--- config.mk ---
export PLATFORM = sky130hd
export DESIGN_NAME = bus_grant_arbiter
export DESIGN_NICKNAME = d
export VERILOG_FILES = /design/src/rtl/bus_grant_arbiter_pkg.sv /design/src/rtl/bus_grant_arbiter_rr_pick.sv /design/src/rtl/bus_grant_arbiter.sv
export SDC_FILE = /design/constraint.sdc
export NUM_CORES = 1
export LEC_CHECK = 0
export CELL_PAD_IN_SITES_DETAIL_PLACEMENT = 0
export CELL_PAD_IN_SITES_GLOBAL_PLACEMENT = 1
export CORE_ASPECT_RATIO = 0.9
export CORE_UTILIZATION = 50
export CTS_BUF_LIST = sky130_fd_sc_hd__clkbuf_4
export DETAILED_ROUTE_END_ITERATION = 7
export PLACE_DENSITY = 0.91
export SLEW_MARGIN = 15
export SYNTH_ARGS = -nofsm -noshare
export SYNTH_HDL_FRONTEND = slang
export SYNTH_SLANG_ARGS = --single-unit
--- constraint.sdc ---
create_clock -name clk -period 25.1 [get_ports clk]
set_clock_uncertainty 0.05 [all_clocks]
set_input_delay 5.02 -clock clk [delete_from_list [all_inputs] [get_ports clk]]
set_output_delay 5.02 -clock clk [all_outputs]
set_load 0.01 [all_outputs]
--- src/rtl/bus_grant_arbiter_pkg.sv ---
// Shared types and constants for the CPU bus grant arbiter.
// Latency: n/a (declarations only).
// Backpressure: n/a (declarations only).
package bus_grant_arbiter_pkg;

  localparam int N_DEF     = 24;
  localparam int SEL_W_DEF = 5;

  typedef enum logic [1:0] {
    ST_IDLE  = 2'd0,
    ST_GRANT = 2'd1,
    ST_TURN  = 2'd2
  } arb_state_e;

  // Bus source indices as seen on the req/gnt vectors.
  localparam int SRC_R0     = 0;
  localparam int SRC_R1     = 1;
  localparam int SRC_R2     = 2;
  localparam int SRC_R3     = 3;
  localparam int SRC_R4     = 4;
  localparam int SRC_R5     = 5;
  localparam int SRC_R6     = 6;
  localparam int SRC_R7     = 7;
  localparam int SRC_R8     = 8;
  localparam int SRC_R9     = 9;
  localparam int SRC_R10    = 10;
  localparam int SRC_R11    = 11;
  localparam int SRC_R12    = 12;
  localparam int SRC_R13    = 13;
  localparam int SRC_R14    = 14;
  localparam int SRC_R15    = 15;
  localparam int SRC_HI     = 16;
  localparam int SRC_LO     = 17;
  localparam int SRC_ZHI    = 18;
  localparam int SRC_ZLO    = 19;
  localparam int SRC_PC     = 20;
  localparam int SRC_MDR    = 21;
  localparam int SRC_INPORT = 22;
  localparam int SRC_C      = 23;

  // Folds an index in [0, 2n) back into [0, n); cheaper than a modulo.
  function automatic int wrap_idx(input int idx, input int n);
    return (idx >= n) ? (idx - n) : idx;
  endfunction

endpackage

--- src/rtl/bus_grant_arbiter_rr_pick.sv ---
// Round-robin winner search: first set req bit at or after last_owner+1, wrapping.
// Latency: purely combinational.
// Backpressure: none; caller decides when to consume the winner.
module bus_grant_arbiter_rr_pick
  import bus_grant_arbiter_pkg::*;
#(
  parameter int N     = N_DEF,
  parameter int SEL_W = SEL_W_DEF
) (
  input  logic [N-1:0]     req,
  input  logic [SEL_W-1:0] last_owner,
  output logic [N-1:0]     winner_oh,
  output logic [SEL_W-1:0] winner_idx,
  output logic             any
);

  logic [N-1:0] rot;
  int           start;
  int           first;

  // Rotate so the search start sits at bit 0, find the lowest set bit, then map back.
  always_comb begin
    start = wrap_idx(int'(last_owner) + 1, N);
    rot   = '0;
    for (int i = 0; i < N; i++) begin
      rot[i] = req[SEL_W'(wrap_idx(start + i, N))];
    end
    any   = |rot;
    first = 0;
    for (int i = N - 1; i >= 0; i--) begin
      if (rot[i]) first = i;
    end
    winner_idx = any ? SEL_W'(wrap_idx(start + first, N)) : '0;
    winner_oh  = '0;
    if (any) winner_oh[winner_idx] = 1'b1;
  end

endmodule

--- src/rtl/bus_grant_arbiter.sv ---
// Round-robin owner select for the shared CPU bus with a dead turnaround cycle and a hold cap.
// Latency: grant registered one edge after req is seen in IDLE/TURN; release costs one zero cycle.
// Backpressure: requesters hold req until served; a waiting requester forces preemption after MAX_HOLD cycles.
module bus_grant_arbiter
  import bus_grant_arbiter_pkg::*;
#(
  parameter int N        = N_DEF,
  parameter int SEL_W    = SEL_W_DEF,
  parameter int MAX_HOLD = 8
) (
  input  logic             clk,
  input  logic             clr,
  input  logic [N-1:0]     req,
  output logic [N-1:0]     gnt,
  output logic [SEL_W-1:0] sel,
  output logic             bus_valid,
  output logic             owner_changed
);

  localparam int HOLD_W = (MAX_HOLD > 1) ? $clog2(MAX_HOLD) : 1;
  localparam logic [HOLD_W-1:0] HOLD_LAST = HOLD_W'(MAX_HOLD - 1);

  arb_state_e        state_q, state_d;
  logic [N-1:0]      gnt_q, gnt_d;
  logic [SEL_W-1:0]  sel_q, sel_d;
  logic              bus_valid_q, bus_valid_d;
  logic              owner_changed_q, owner_changed_d;
  logic [HOLD_W-1:0] hold_cnt_q, hold_cnt_d;
  logic [SEL_W-1:0]  last_owner_q, last_owner_d;

  logic [N-1:0]      pick_oh;
  logic [SEL_W-1:0]  pick_idx;
  logic              pick_any;
  logic              others_pending;

  bus_grant_arbiter_rr_pick #(
    .N     (N),
    .SEL_W (SEL_W)
  ) u_rr_pick (
    .req        (req),
    .last_owner (last_owner_q),
    .winner_oh  (pick_oh),
    .winner_idx (pick_idx),
    .any        (pick_any)
  );

  assign others_pending = |(req & ~gnt_q);

  // Next-state and next-output logic; outputs are all staged here and registered together.
  always_comb begin
    state_d         = state_q;
    gnt_d           = gnt_q;
    sel_d           = sel_q;
    bus_valid_d     = bus_valid_q;
    owner_changed_d = 1'b0;
    hold_cnt_d      = hold_cnt_q;
    last_owner_d    = last_owner_q;

    case (state_q)
      ST_GRANT: begin
        // Release and forced preemption take the same path into the dead cycle.
        if (!req[sel_q] || ((hold_cnt_q == HOLD_LAST) && others_pending)) begin
          state_d     = ST_TURN;
          gnt_d       = '0;
          sel_d       = '0;
          bus_valid_d = 1'b0;
          hold_cnt_d  = '0;
        end else if (hold_cnt_q != HOLD_LAST) begin
          hold_cnt_d = hold_cnt_q + HOLD_W'(1);
        end
      end
      default: begin
        // IDLE and TURN behave alike: bus is unowned, grant the next winner if any.
        if (pick_any) begin
          state_d         = ST_GRANT;
          gnt_d           = pick_oh;
          sel_d           = pick_idx;
          bus_valid_d     = 1'b1;
          owner_changed_d = 1'b1;
          hold_cnt_d      = '0;
          last_owner_d    = pick_idx;
        end else begin
          state_d     = ST_IDLE;
          gnt_d       = '0;
          sel_d       = '0;
          bus_valid_d = 1'b0;
        end
      end
    endcase
  end

  // State and output registers; clr wins over every input.
  always_ff @(posedge clk) begin
    if (clr) begin
      state_q         <= ST_IDLE;
      gnt_q           <= '0;
      sel_q           <= '0;
      bus_valid_q     <= 1'b0;
      owner_changed_q <= 1'b0;
      hold_cnt_q      <= '0;
      last_owner_q    <= SEL_W'(N - 1);
    end else begin
      state_q         <= state_d;
      gnt_q           <= gnt_d;
      sel_q           <= sel_d;
      bus_valid_q     <= bus_valid_d;
      owner_changed_q <= owner_changed_d;
      hold_cnt_q      <= hold_cnt_d;
      last_owner_q    <= last_owner_d;
    end
  end

  assign gnt           = gnt_q;
  assign sel           = sel_q;
  assign bus_valid     = bus_valid_q;
  assign owner_changed = owner_changed_q;

endmodule
==> run summary <==
WL final = 33.3 mm
Minimum clock period after layout = 11,820 ps
Routed WL per cell = 25.7 um
CP Launch Point = last_owner_q[1]$_SDFFE_PP1P_
Clk sink count = 40
Die area = 0.0171 mm^2
Post-Syn Area per Cell = 7.64 um^2
TritonRoute pass-1 iters = 6
Row count = 44
Yosys reg bits = 40
Cells after Synth = 1,085
FF-to-FF End = gnt[11]$_SDFFE_PP0P_
Max-cap viol count = 0
Path depth of the worst reg2reg path = 37
Layout area overhead = 8.25%
Clock Latency Late Sink = 350 ps
DRT iter0 DRCs = 1,261
Worst slew margin = 23.9%
Ys async rst share = 0%
Most frequent cells in the layout = nand2_1 (82), a21oi_1 (79), nor2_1 (79), o21ai_0 (77), mux2i_1 (57)
Initial Util = 51.2%
Gr usage total = 38.7%
Final number of setup-violating endpoints = 0
Setup Buffers After CTS = 0
Synth unique cells = 105
Endpoints failing hold = 0
Most common cell after layout, fill and taps aside = nand2_1
Crit path largest cell delay = 740 ps
Vias = 9,486
Vias per cell = 7.30
Antenna violations before repair = 1
Clk slew on worst S/H paths = 130 ps
First-pass GRT wire length = 49.3 mm
TritonCTS clock tree = done
Main combinational cell family by area after synthesis = compound AO/OA/AOI/OAI gates
Yosys Warn Count = 0
Pins Over Slew Limit = 0
Top_reg_cell synth = dfxtp_1
Worst Hold Path Cells = 1
Largest net degree at the start of global routing = 44
Register-to-register setup slack = 13,280 ps
Post-synth EDFFs = 0
Period utilization = 47.1%
H-tree depth = 2
Resize count post-CTS = 0
Layout cells sized above 1 = 9.89%
Number of global-route vias before repair = 8,296
Hold path start = hold_cnt_q[0]$_SDFFE_PP0P_
Worst flop-to-flop path startpoint = last_owner_q[1]$_SDFFE_PP1P_
Least-Margin Pin Slew = 1140 ps
WP data required = 25,350 ps
CP Data Arrival Time = 12,070 ps
DRT antenna net count = 0
Mux cell area share after synthesis = 16.7%
Syn nets = 1,151
CP max stage cell = mux2i_1
RePlAce Congestion = 1.02
Clock Path Buffers = 2
Final HPWL DP = 24.3 mm
Critical Path Most Common Cell = ha_1
Nets = 1,157
Residual DRC = 0
RSZ-0062 raised after global routing = false
Fmax = 0.0846 GHz
Root Driver = clkbuf_4
Setup TNS = 0 ps
Sequential area share after synthesis = 9.66%
CTS buffer count = 5
Hold path endpoint = hold_cnt_q[0]$_SDFFE_PP0P_
Total core area = 0.0162 mm^2
Grt total ovfl = 0
Worst Setup Start Kind = register
Crit-path max FO = 16
Boundary pin count = 57
Mapped Area = 0.00829 mm^2
Hold-fix buffers, CTS = 0
Port Buffers = 56
Die Ht = 124 um
Critical path capture point type = register
Antenna cells = 0
Die X = 138 um
XOR/XNOR Fraction of Synth Area = 5.68%
Synth Area in Compound Gates = 33.3%
Outcome = completed
Kind of critical path = register to register
Synth Area in Simple Gates = 21.4%
Hold WC Path Type = register to register
Post-synthesis adder-cell area fraction = 6.13%
## area by class of cell
type	count	area, um^2
inverters	55	211
well taps	207	259
clock inverters	3	46.3
repair buffers	77	718
multi-input cells	912	6890
flip-flops and latches	40	802
fillers	1562	7220
clock buffers	5	37.5
## state kept, by name (all words and copies together), names as in the netlist
register / flops
gnt: 24
last_owner_q: 5
sel: 5
hold_cnt_q: 3
state_q: 2
owner_changed: 1
## synth_stat cells (all sizes together) (22+ instances only)
cell type | count | area [um^2]
ha | 39 | 488
mux4 | 31 | 698
nand2 | 83 | 314
dfxtp | 40 | 801
nand3 | 22 | 123
nor2 | 82 | 325
o21ai | 83 | 423
a21oi | 80 | 412
clkbuf | 50 | 189
inv | 52 | 195
buf | 28 | 190
xnor2 | 29 | 269
nor3 | 35 | 191
mux2i | 57 | 571
nor2b | 24 | 153
a32o | 27 | 270
## cells by family after synthesis
logic type	after synthesis
AO/OA/AOI/OAI	390
AND/OR/NAND/NOR	344
buffers and inverters	133
multiplexers	98
XOR/XNOR	40
adder cells (fa/ha/maj)	40
flip-flops	40
## how the worst max path moves through the flow
| stage | slack [ps] | cells after the start | to |
|---|---|---|---|
| 2_1_floorplan | 14840 | 25 | gnt[10]$_SDFFE_PP0P_ |
| 5_1_grt | 12800 | 37 | gnt[8]$_SDFFE_PP0P_ |
| 6_report | 13280 | 37 | gnt[11]$_SDFFE_PP0P_ |
| 3_3_place_gp | 13400 | 25 | gnt[9]$_SDFFE_PP0P_ |
| 4_1_cts | 13570 | 25 | gnt[11]$_SDFFE_PP0P_ |
| 3_5_place_dp | 13270 | 25 | gnt[11]$_SDFFE_PP0P_ |
## layer usage
| layer | GRT usage (%) | up-vias | share of wire [%] |
|---|---|---|---|
| li1 | - | 4201 | - |
| met3 | 13.1 | 119 | 14 |
| met5 | 0 | - | 0 |
| met1 | 51.8 | 4427 | 39 |
| met2 | 55.1 | 739 | 41 |
| met4 | 19.0 | 0 | 5.1 |
## critical path, delay by kind of cell, from the launching register on
kind / cells / cell delay (ps)
compound gates: 14 / 3580
xor+xnor: 2 / 930
flops: 1 / 580
buf+inv: 4 / 730
fa+ha+maj: 6 / 2480
mux: 2 / 850
simple gates: 9 / 2530
## per-stage QoR
stage	hold WS, ps	instances	setup slack [ps]	util (%)	area, um^2
floorplan	394	1085	14840	-	8290
global placement	414	1291	13400	54.9	8880
detailed placement	434	1291	13270	54.9	8880
CTS	452	1299	13570	55.4	8970
global route	464	1299	12800	55.4	8970
finish	444	1299	13280	55.4	8970
Power is left out: the tool's default activity adds up to more than one toggle a clock period on the data nets, which glitch-free logic cannot reach.
